<file path="src/rtl/cw310_ddr3_test_seq.sv">
// DDR3 memory test sequencer on the MIG app_* interface (ui_clk domain).
// Each iteration writes an address/iteration pattern over the region, reads it back and checks it.
module cw310_ddr3_test_seq #(
  parameter int                     pDATA_WIDTH = 128,
  parameter int                     pADDR_WIDTH = 28,
  parameter int                     pADDR_INC   = 8,
  parameter logic [pADDR_WIDTH-1:0] pLAST_ADDR  = 28'hFFFFF8
) (
  input  logic                   ui_clk,
  input  logic                   reset_i,
  input  logic                   I_calib_done,
  input  logic                   I_en,
  input  logic                   I_clear_fail,
  output logic                   app_en,
  output logic [2:0]             app_cmd,
  output logic [pADDR_WIDTH-1:0] app_addr,
  input  logic                   app_rdy,
  output logic                   app_wdf_wren,
  output logic                   app_wdf_end,
  output logic [pDATA_WIDTH-1:0] app_wdf_data,
  input  logic                   app_wdf_rdy,
  input  logic [pDATA_WIDTH-1:0] app_rd_data,
  input  logic                   app_rd_data_valid,
  output logic [6:0]             O_stat,
  output logic                   O_pass,
  output logic                   O_fail,
  output logic [15:0]            O_iteration,
  output logic [7:0]             O_errors,
  output logic [pADDR_WIDTH-1:0] O_error_addr,
  output logic [15:0]            O_max_write_stall,
  output logic [15:0]            O_max_read_stall
);

  localparam int                     LANES    = pDATA_WIDTH / 32;
  localparam logic [pADDR_WIDTH-1:0] ADDR_INC = pADDR_WIDTH'(pADDR_INC);
  localparam logic [pADDR_WIDTH-1:0] ADDR_ONE = pADDR_WIDTH'(1);

  typedef enum logic [2:0] {
    S_IDLE  = 3'd0,
    S_WRITE = 3'd1,
    S_READ  = 3'd2,
    S_DRAIN = 3'd3,
    S_DONE  = 3'd4
  } state_t;

  state_t state, state_nxt;

  logic [pADDR_WIDTH-1:0] wr_addr, rd_addr, chk_addr, outstanding;
  logic                   cmd_acc, dat_acc, full_read;
  logic [7:0]             iter_err;
  logic [15:0]            wr_run, rd_run;
  logic                   run, cmd_fire, dat_fire, burst_done, rd_fire;
  logic                   wr_stall, rd_stall, mismatch, enter_read;

  // Address word xor'd with the iteration count, replicated across all 32-bit lanes.
  function automatic logic [pDATA_WIDTH-1:0] pattern(input logic [pADDR_WIDTH-1:0] addr,
                                                     input logic [15:0] iter);
    logic [31:0] w;
    w = 32'(addr) ^ {iter, iter};
    return {LANES{w}};
  endfunction

  assign run        = I_en & I_calib_done;
  assign cmd_fire   = app_en & app_rdy;
  assign dat_fire   = app_wdf_wren & app_wdf_rdy;
  assign rd_fire    = (state == S_READ) & cmd_fire;
  assign burst_done = (state == S_WRITE) & (cmd_acc | cmd_fire) & (dat_acc | dat_fire);
  assign wr_stall   = (state == S_WRITE) & ((app_en & ~app_rdy) | (app_wdf_wren & ~app_wdf_rdy));
  assign rd_stall   = (state == S_READ) & app_en & ~app_rdy;
  assign mismatch   = app_rd_data_valid & (app_rd_data != pattern(chk_addr, O_iteration));
  assign enter_read = (state == S_WRITE) & (state_nxt == S_READ);

  assign app_wdf_end  = app_wdf_wren;
  assign app_wdf_data = pattern(wr_addr, O_iteration);
  assign O_stat       = {I_calib_done, I_en, 2'b00, state};

  // NOTE: sequential state uses non-blocking assignments so every register samples pre-edge values.
  always_ff @(posedge ui_clk or posedge reset_i) begin
    if (reset_i) state <= S_IDLE;
    else         state <= state_nxt;
  end

  // NOTE: every combinational output gets a default first, so no path can infer a latch.
  always_comb begin
    state_nxt = state;
    unique case (state)
      S_IDLE:  if (run) state_nxt = S_WRITE;
      S_WRITE: if (burst_done) begin
                 if (!run)                       state_nxt = S_IDLE;
                 else if (wr_addr == pLAST_ADDR) state_nxt = S_READ;
               end
      S_READ:  if (rd_fire && (rd_addr == pLAST_ADDR || !run)) state_nxt = S_DRAIN;
      S_DRAIN: if (outstanding == '0) state_nxt = full_read ? S_DONE : S_IDLE;
      S_DONE:  state_nxt = run ? S_WRITE : S_IDLE;
      default: state_nxt = S_IDLE;
    endcase
  end

  always_comb begin
    app_en       = 1'b0;
    app_cmd      = 3'b000;
    app_addr     = '0;
    app_wdf_wren = 1'b0;
    unique case (state)
      S_WRITE: begin
        app_en       = ~cmd_acc;
        app_addr     = wr_addr;
        app_wdf_wren = ~dat_acc;
      end
      S_READ: begin
        app_en   = 1'b1;
        app_cmd  = 3'b001;
        app_addr = rd_addr;
      end
      default: ;
    endcase
  end

  // Command/data channels of a write burst are accepted independently.
  always_ff @(posedge ui_clk or posedge reset_i) begin
    if (reset_i) begin
      wr_addr     <= '0;
      cmd_acc     <= 1'b0;
      dat_acc     <= 1'b0;
      rd_addr     <= '0;
      chk_addr    <= '0;
      full_read   <= 1'b0;
      outstanding <= '0;
    end else begin
      if (state == S_WRITE) begin
        if (burst_done) begin
          cmd_acc <= 1'b0;
          dat_acc <= 1'b0;
          wr_addr <= wr_addr + ADDR_INC;
        end else begin
          if (cmd_fire) cmd_acc <= 1'b1;
          if (dat_fire) dat_acc <= 1'b1;
        end
      end else begin
        cmd_acc <= 1'b0;
        dat_acc <= 1'b0;
        if (state == S_IDLE || state == S_DONE) wr_addr <= '0;
      end

      if (enter_read) begin
        rd_addr   <= '0;
        full_read <= 1'b0;
      end else if (rd_fire) begin
        rd_addr <= rd_addr + ADDR_INC;
        if (rd_addr == pLAST_ADDR) full_read <= 1'b1;
      end

      if (enter_read)             chk_addr <= '0;
      else if (app_rd_data_valid) chk_addr <= chk_addr + ADDR_INC;

      unique case ({rd_fire, app_rd_data_valid})
        2'b10:   outstanding <= outstanding + ADDR_ONE;
        2'b01:   outstanding <= outstanding - ADDR_ONE;
        default: ;
      endcase
    end
  end

  // Iteration bookkeeping and error reporting; a clear wins over a same-cycle mismatch.
  always_ff @(posedge ui_clk or posedge reset_i) begin
    if (reset_i) begin
      O_iteration  <= '0;
      O_pass       <= 1'b0;
      iter_err     <= '0;
      O_fail       <= 1'b0;
      O_errors     <= '0;
      O_error_addr <= '0;
    end else begin
      if (state == S_DONE) begin
        O_iteration <= O_iteration + 16'd1;
        O_pass      <= (iter_err == 8'd0);
        iter_err    <= '0;
      end else if (mismatch && iter_err != 8'hFF) begin
        iter_err <= iter_err + 8'd1;
      end

      if (I_clear_fail) begin
        O_fail       <= 1'b0;
        O_errors     <= '0;
        O_error_addr <= '0;
      end else if (mismatch) begin
        O_fail <= 1'b1;
        if (O_errors == 8'd0)  O_error_addr <= chk_addr;
        if (O_errors != 8'hFF) O_errors     <= O_errors + 8'd1;
      end
    end
  end

  always_ff @(posedge ui_clk or posedge reset_i) begin
    if (reset_i) begin
      wr_run            <= '0;
      rd_run            <= '0;
      O_max_write_stall <= '0;
      O_max_read_stall  <= '0;
    end else begin
      if (wr_stall) begin
        if (wr_run != 16'hFFFF) wr_run <= wr_run + 16'd1;
      end else if (burst_done) begin
        wr_run <= '0;
      end

      if (rd_stall) begin
        if (rd_run != 16'hFFFF) rd_run <= rd_run + 16'd1;
      end else if (rd_fire) begin
        rd_run <= '0;
      end

      if (I_clear_fail) begin
        O_max_write_stall <= '0;
        O_max_read_stall  <= '0;
      end else begin
        if (wr_run > O_max_write_stall) O_max_write_stall <= wr_run;
        if (rd_run > O_max_read_stall)  O_max_read_stall  <= rd_run;
      end
    end
  end

endmodule

</file>
<file path="config.mk">
export PLATFORM = sky130hd
export DESIGN_NAME = cw310_ddr3_test_seq
export DESIGN_NICKNAME = d
export VERILOG_FILES = /design/src/rtl/cw310_ddr3_test_seq.sv
export SDC_FILE = /design/constraint.sdc
export NUM_CORES = 1
export LEC_CHECK = 0
export ABC_CLOCK_PERIOD_IN_PS = 10300
export BUFFER_PORTS_ARGS = -buffer_cell sky130_fd_sc_hd__buf_4
export CORE_AREA = 2 2 174 176
export CTS_BUF_LIST = sky130_fd_sc_hd__clkbuf_8
export CTS_CLUSTER_SIZE = 20
export DETAILED_ROUTE_END_ITERATION = 10
export DIE_AREA = 0 0 176 178
export GPL_TIMING_DRIVEN = 0
export PLACE_DENSITY = 0.85
export RECOVER_POWER = 25
export REMOVE_ABC_BUFFERS = 1
export SLEW_MARGIN = 40
export SYNTH_ARGS = -nofsm -noshare
export SYNTH_HDL_FRONTEND = slang
export SYNTH_SLANG_ARGS = --single-unit
</file>
<file path="constraint.sdc">
create_clock -name ui_clk -period 10.3 [get_ports ui_clk]
set_input_delay 0 -clock ui_clk [delete_from_list [all_inputs] [get_ports ui_clk]]
set_output_delay 0 -clock ui_clk [all_outputs]
set_load 0.005 [all_outputs]
</file>
==> metrics.md <==
| Metric | Value |
|---|---|
| Status | complete, but fails checks |
| Failing checks | max-capacitance violations, max-slew violations |
| Synth Flop Type | dfrtp_1 |
| Core footprint | ~29000 sq um |
| # rows | between 60 and 70 |
| Worst Hold Path EP | state[0]$_DFF_PP0_ |
| Longest Clk Path Bufs | 3 |
| P&R area growth vs syn | 20.4% |
| Final Setup Violations | 0 |
| Critical path fanouts, max | 28 |
| Post-synth EDFFs | 0 |
| Routed wire length | 50800 um |
| Cells on worst reg2reg path | 14 |
| Crit path kind | flip-flop to flip-flop |
| Die H | about 180 um |
| Initial Utilization | 0.543 |
| Pin count of the biggest net entering global routing | just over 100 |
| Critical Path Max Stage Delay | approximately 630 ps |
| Tmin final | around 5400 ps |
| Final instance area | 19200 sq um |
| Compound-gate portion of the synthesized area | 0.113 |
| H-Tree Depth | 2 |
| Worst Path Required | about 11000 ps |
| Post-Synth XOR/XNOR Area | 0.118 |
| Inst Count DP | approximately 2400 |
| Reg-to-reg endpoint | outstanding[27]$_DFFE_PP0P_ |
| Proportion of layout cells with a drive suffix above 1 | 0.225 |
| Area of the die | ~31000 sq um |
| Final Net Count | approximately 2300 |
| DR pass1 iterations | 7 |
| Internal Power | approximately 2.2 mW |
| Startpoint types | flip-flop |
| Mux cell area share after synthesis | 0.0459 |
| Post-Synth Adder-Cell Area | 0.0553 |
| Vias | 14300 |
| Synth unique cells | between 70 and 80 |
| Measured slew at the worst slew-check pin | around 4300 ps |
| Clock share of power | 0.252 |
| Synth Cell Area | between 15000 and 20000 sq um |
| Mean Syn Cell Area | 8.87 sq um |
| Buf/Inv on CP | 1 |
| CTS tree | yes |
| Hold/Removal Path Class | input port to flip-flop |
| Crit path max-delay family | compound AO/OA/AOI/OAI gates |
| Switch share | 0.384 |
| Tot GR Track Use | 0.315 |
| Max cap viols | 2 |
| Cell at the slowest stage of the critical path | or3b_2 |
| Largest family of logic cells by synthesized area | simple AND/OR/NAND/NOR gates |
| I/O pin total | just under 400 |
| CP Cell Sequence | or3b_2 > nor2_2 > inv_1 > ha_4 > ha_1 > a2111oi_0 > o21ai_0 > a311oi_1 > a22oi_1 > a31oi_1 > o22ai_1 > nor2_1 > o311ai_0 > xor2_1 |
| Total power density per cell area | 182 nW/um^2 |
| Most frequent cells in the layout | buf_4, dfrtp_1, nor2_1 |
| Crit end category | flip-flop |
| Area post-placement | 18400 sq um |
| RR Startpoint | state[1]$_DFF_PP0_ |
| Comb pwr share | 0.412 |
| CTS sink cnt | about 230 |
| Latest clock arrival within the worst-skew pair | ~550 ps |
| Tcrit/Tclk final | 0.520 |
| First-pass GRT wire length | 77000 um |
| Commonest non-fill, non-tap cell in the layout | buf_4 |
| GP Congestion | roughly 0.97 |
| Number of port buffers | approximately 380 |
| Total of warnings raised by yosys | 0 |
| Worst VDD drop | approximately 0.00014 V |
| Initial antenna violation count | 1 |
| Final total negative setup slack | 0 ps |
| DR WL/cell | 20.5 um |
| Share of the yosys chip area belonging to registers | 0.365 |
| Antenna-violating nets left | 0 |
| Psw | ~1.3 mW |
| Via density per instance | 5.77 |
| Clock Skew | 22.6 ps |
| Hpwl dp | 38700 um |
| Clk slew on worst S/H paths | 60 ps |
| Vias in the first global route | ~14000 |
| Seq pwr share | 0.336 |
| Root buf cell | clkbuf_8 |
| Overflow left after global routing | 0 |
| Unrepaired setup endpoints after global routing | false |
| FILL cells | between 2000 and 2500 |
| Final Max Tran Viols | 140 |
| Synth async-reset ratio | 1.00 |
| Synth Area in Simple Gates | 0.210 |
| Leakage | about 9.5 nW |
| CP arrival | ~5800 ps |
| Slew Limit Headroom | -1.86 |
| DRC viols | 0 |
| Cts bufs inserted | 43 |
| WHS Path Cells | 5 |
| Synth Register Bits | 233 |
| Hold path startpoint | I_calib_done |
| Die W | approximately 180 um |
| Non-Filler Instances | about 2500 |
| Final-report hold violation count | 0 |
| Max Fclk | ~190 MHz |
| Gate Count Post-Synth | approximately 1800 |
| Reg2Reg Setup Slack | just under 5000 ps |
| 1st-iter DRT viols | 1146 |
## synthesized netlist by cell type, types with 8 or more instances
master / instances / area (sq um)
nand3_1: 83 / 415
nor2_1: 193 / 724
xor2_1: 130 / 1140
nor2b_1: 17 / 106
or3_1: 16 / 100
and3_1: 38 / 238
nand4_1: 45 / 282
mux2i_1: 71 / 711
o22ai_1: 8 / 50.1
ha_1: 69 / 863
xnor2_1: 79 / 692
inv_1: 70 / 263
clkbuf_1: 55 / 206
buf_2: 14 / 70.1
a21oi_1: 58 / 290
nor4_1: 16 / 100
a31oi_1: 9 / 56.3
nor3_1: 30 / 150
o21a_1: 10 / 75.1
a21o_1: 18 / 135
nand2b_1: 70 / 438
a22o_1: 24 / 210
o21ai_0: 84 / 420
buf_4: 115 / 863
nand2_1: 126 / 473
dfrtp_1: 233 / 5830
## registers in the layout (all words and copies together) (netlist names), 3 cells and up
register / cells
outstanding: 28
O_error_addr: 26
chk_addr: 25
rd_addr: 25
wr_addr: 25
O_iteration: 16
O_max_read_stall: 16
O_max_write_stall: 16
rd_run: 16
wr_run: 16
O_errors: 8
iter_err: 8
state: 3
## logic make-up after synthesis
| logic type | after synthesis |
|---|---|
| buffers and inverters | 263 |
| XOR/XNOR | 211 |
| adder cells (fa/ha/maj) | 70 |
| AO/OA/AOI/OAI | 277 |
| multiplexers | 73 |
| other | 1 |
| flip-flops | 233 |
| AND/OR/NAND/NOR | 674 |
## how the worst max path moves through the flow
stage                                   from                           end  cells past startpoint  slack, ps
final                     state[1]$_DFF_PP0_   outstanding[27]$_DFFE_PP0P_                     14       4940
after detailed placement  state[1]$_DFF_PP0_   outstanding[27]$_DFFE_PP0P_                     14       5070
after global placement               reset_i  O_error_addr[11]$_DFFE_PP0P_                      2       1230
after CTS                 state[1]$_DFF_PP0_   outstanding[27]$_DFFE_PP0P_                     14       5020
after floorplan                      reset_i  O_error_addr[10]$_DFFE_PP0P_                      1       3910
after global routing                 reset_i       wr_addr[27]$_DFFE_PP0P_                      5       4070
## metal layers
metal / global-route usage / vias up / part of all wire / wire length [um]
met1: 0.386 / 6965 / 0.40 / 20100
met4: 0.150 / 0 / 0.050 / 2530
met5: 0 / - / 0 / 0
met2: 0.545 / 560 / 0.49 / 25000
li1: - / 6639 / - / -
met3: 0.0507 / 122 / 0.063 / 3210
## power groups by stage
stage	Combinational, mW	Clock [mW]	Sequential, mW
2_1_floorplan	0.993	0	1.15
3_3_place_gp	1.31	0	1.18
3_5_place_dp	1.42	0	1.19
4_1_cts	1.44	0.897	1.17
5_1_grt	1.59	0.944	1.19
6_report	1.45	0.884	1.18
## final cells by class
class                   count  area (sq um)  area share
flip-flops and latches    233          5830       0.303
well taps                 390           488      0.0254
clock buffers              51           702      0.0365
diodes                      1          2.50    0.000130
inverters                  71           268      0.0139
clock inverters            20           139     0.00722
repair buffers            399          3020       0.157
multi-input cells        1312          8780       0.457
## stage by stage
stage	power, mW	setup slack [ps]	hold slack (ps)	utilization
after floorplan	2.14	3910	0	-
after global placement	2.49	1230	177	0.617
after detailed placement	2.61	5070	-46.8	0.626
after CTS	3.51	5020	15.6	0.656
after global routing	3.72	4070	45.9	0.654
final	3.51	4940	37.7	0.654
## worst register-to-register path: cells and delay by family (launching register included)
kind | cells | cell delay [ps]
buffers and inverters | 1 | 290
adders and majority gates | 2 | 750
DFF | 1 | 560
and+or+nand+nor | 3 | 1310
xor gates and xnor gates | 1 | 180
AOI/OAI and AO/OA | 7 | 2130
## what timing repair did
action / CTS / global route
gates resized for setup: 0 / 0
hold endpoints to repair: 176 / 16
hold buffers: 6 / 1
setup buffers: 0 / 0
Power figures use the tool's default switching activity.
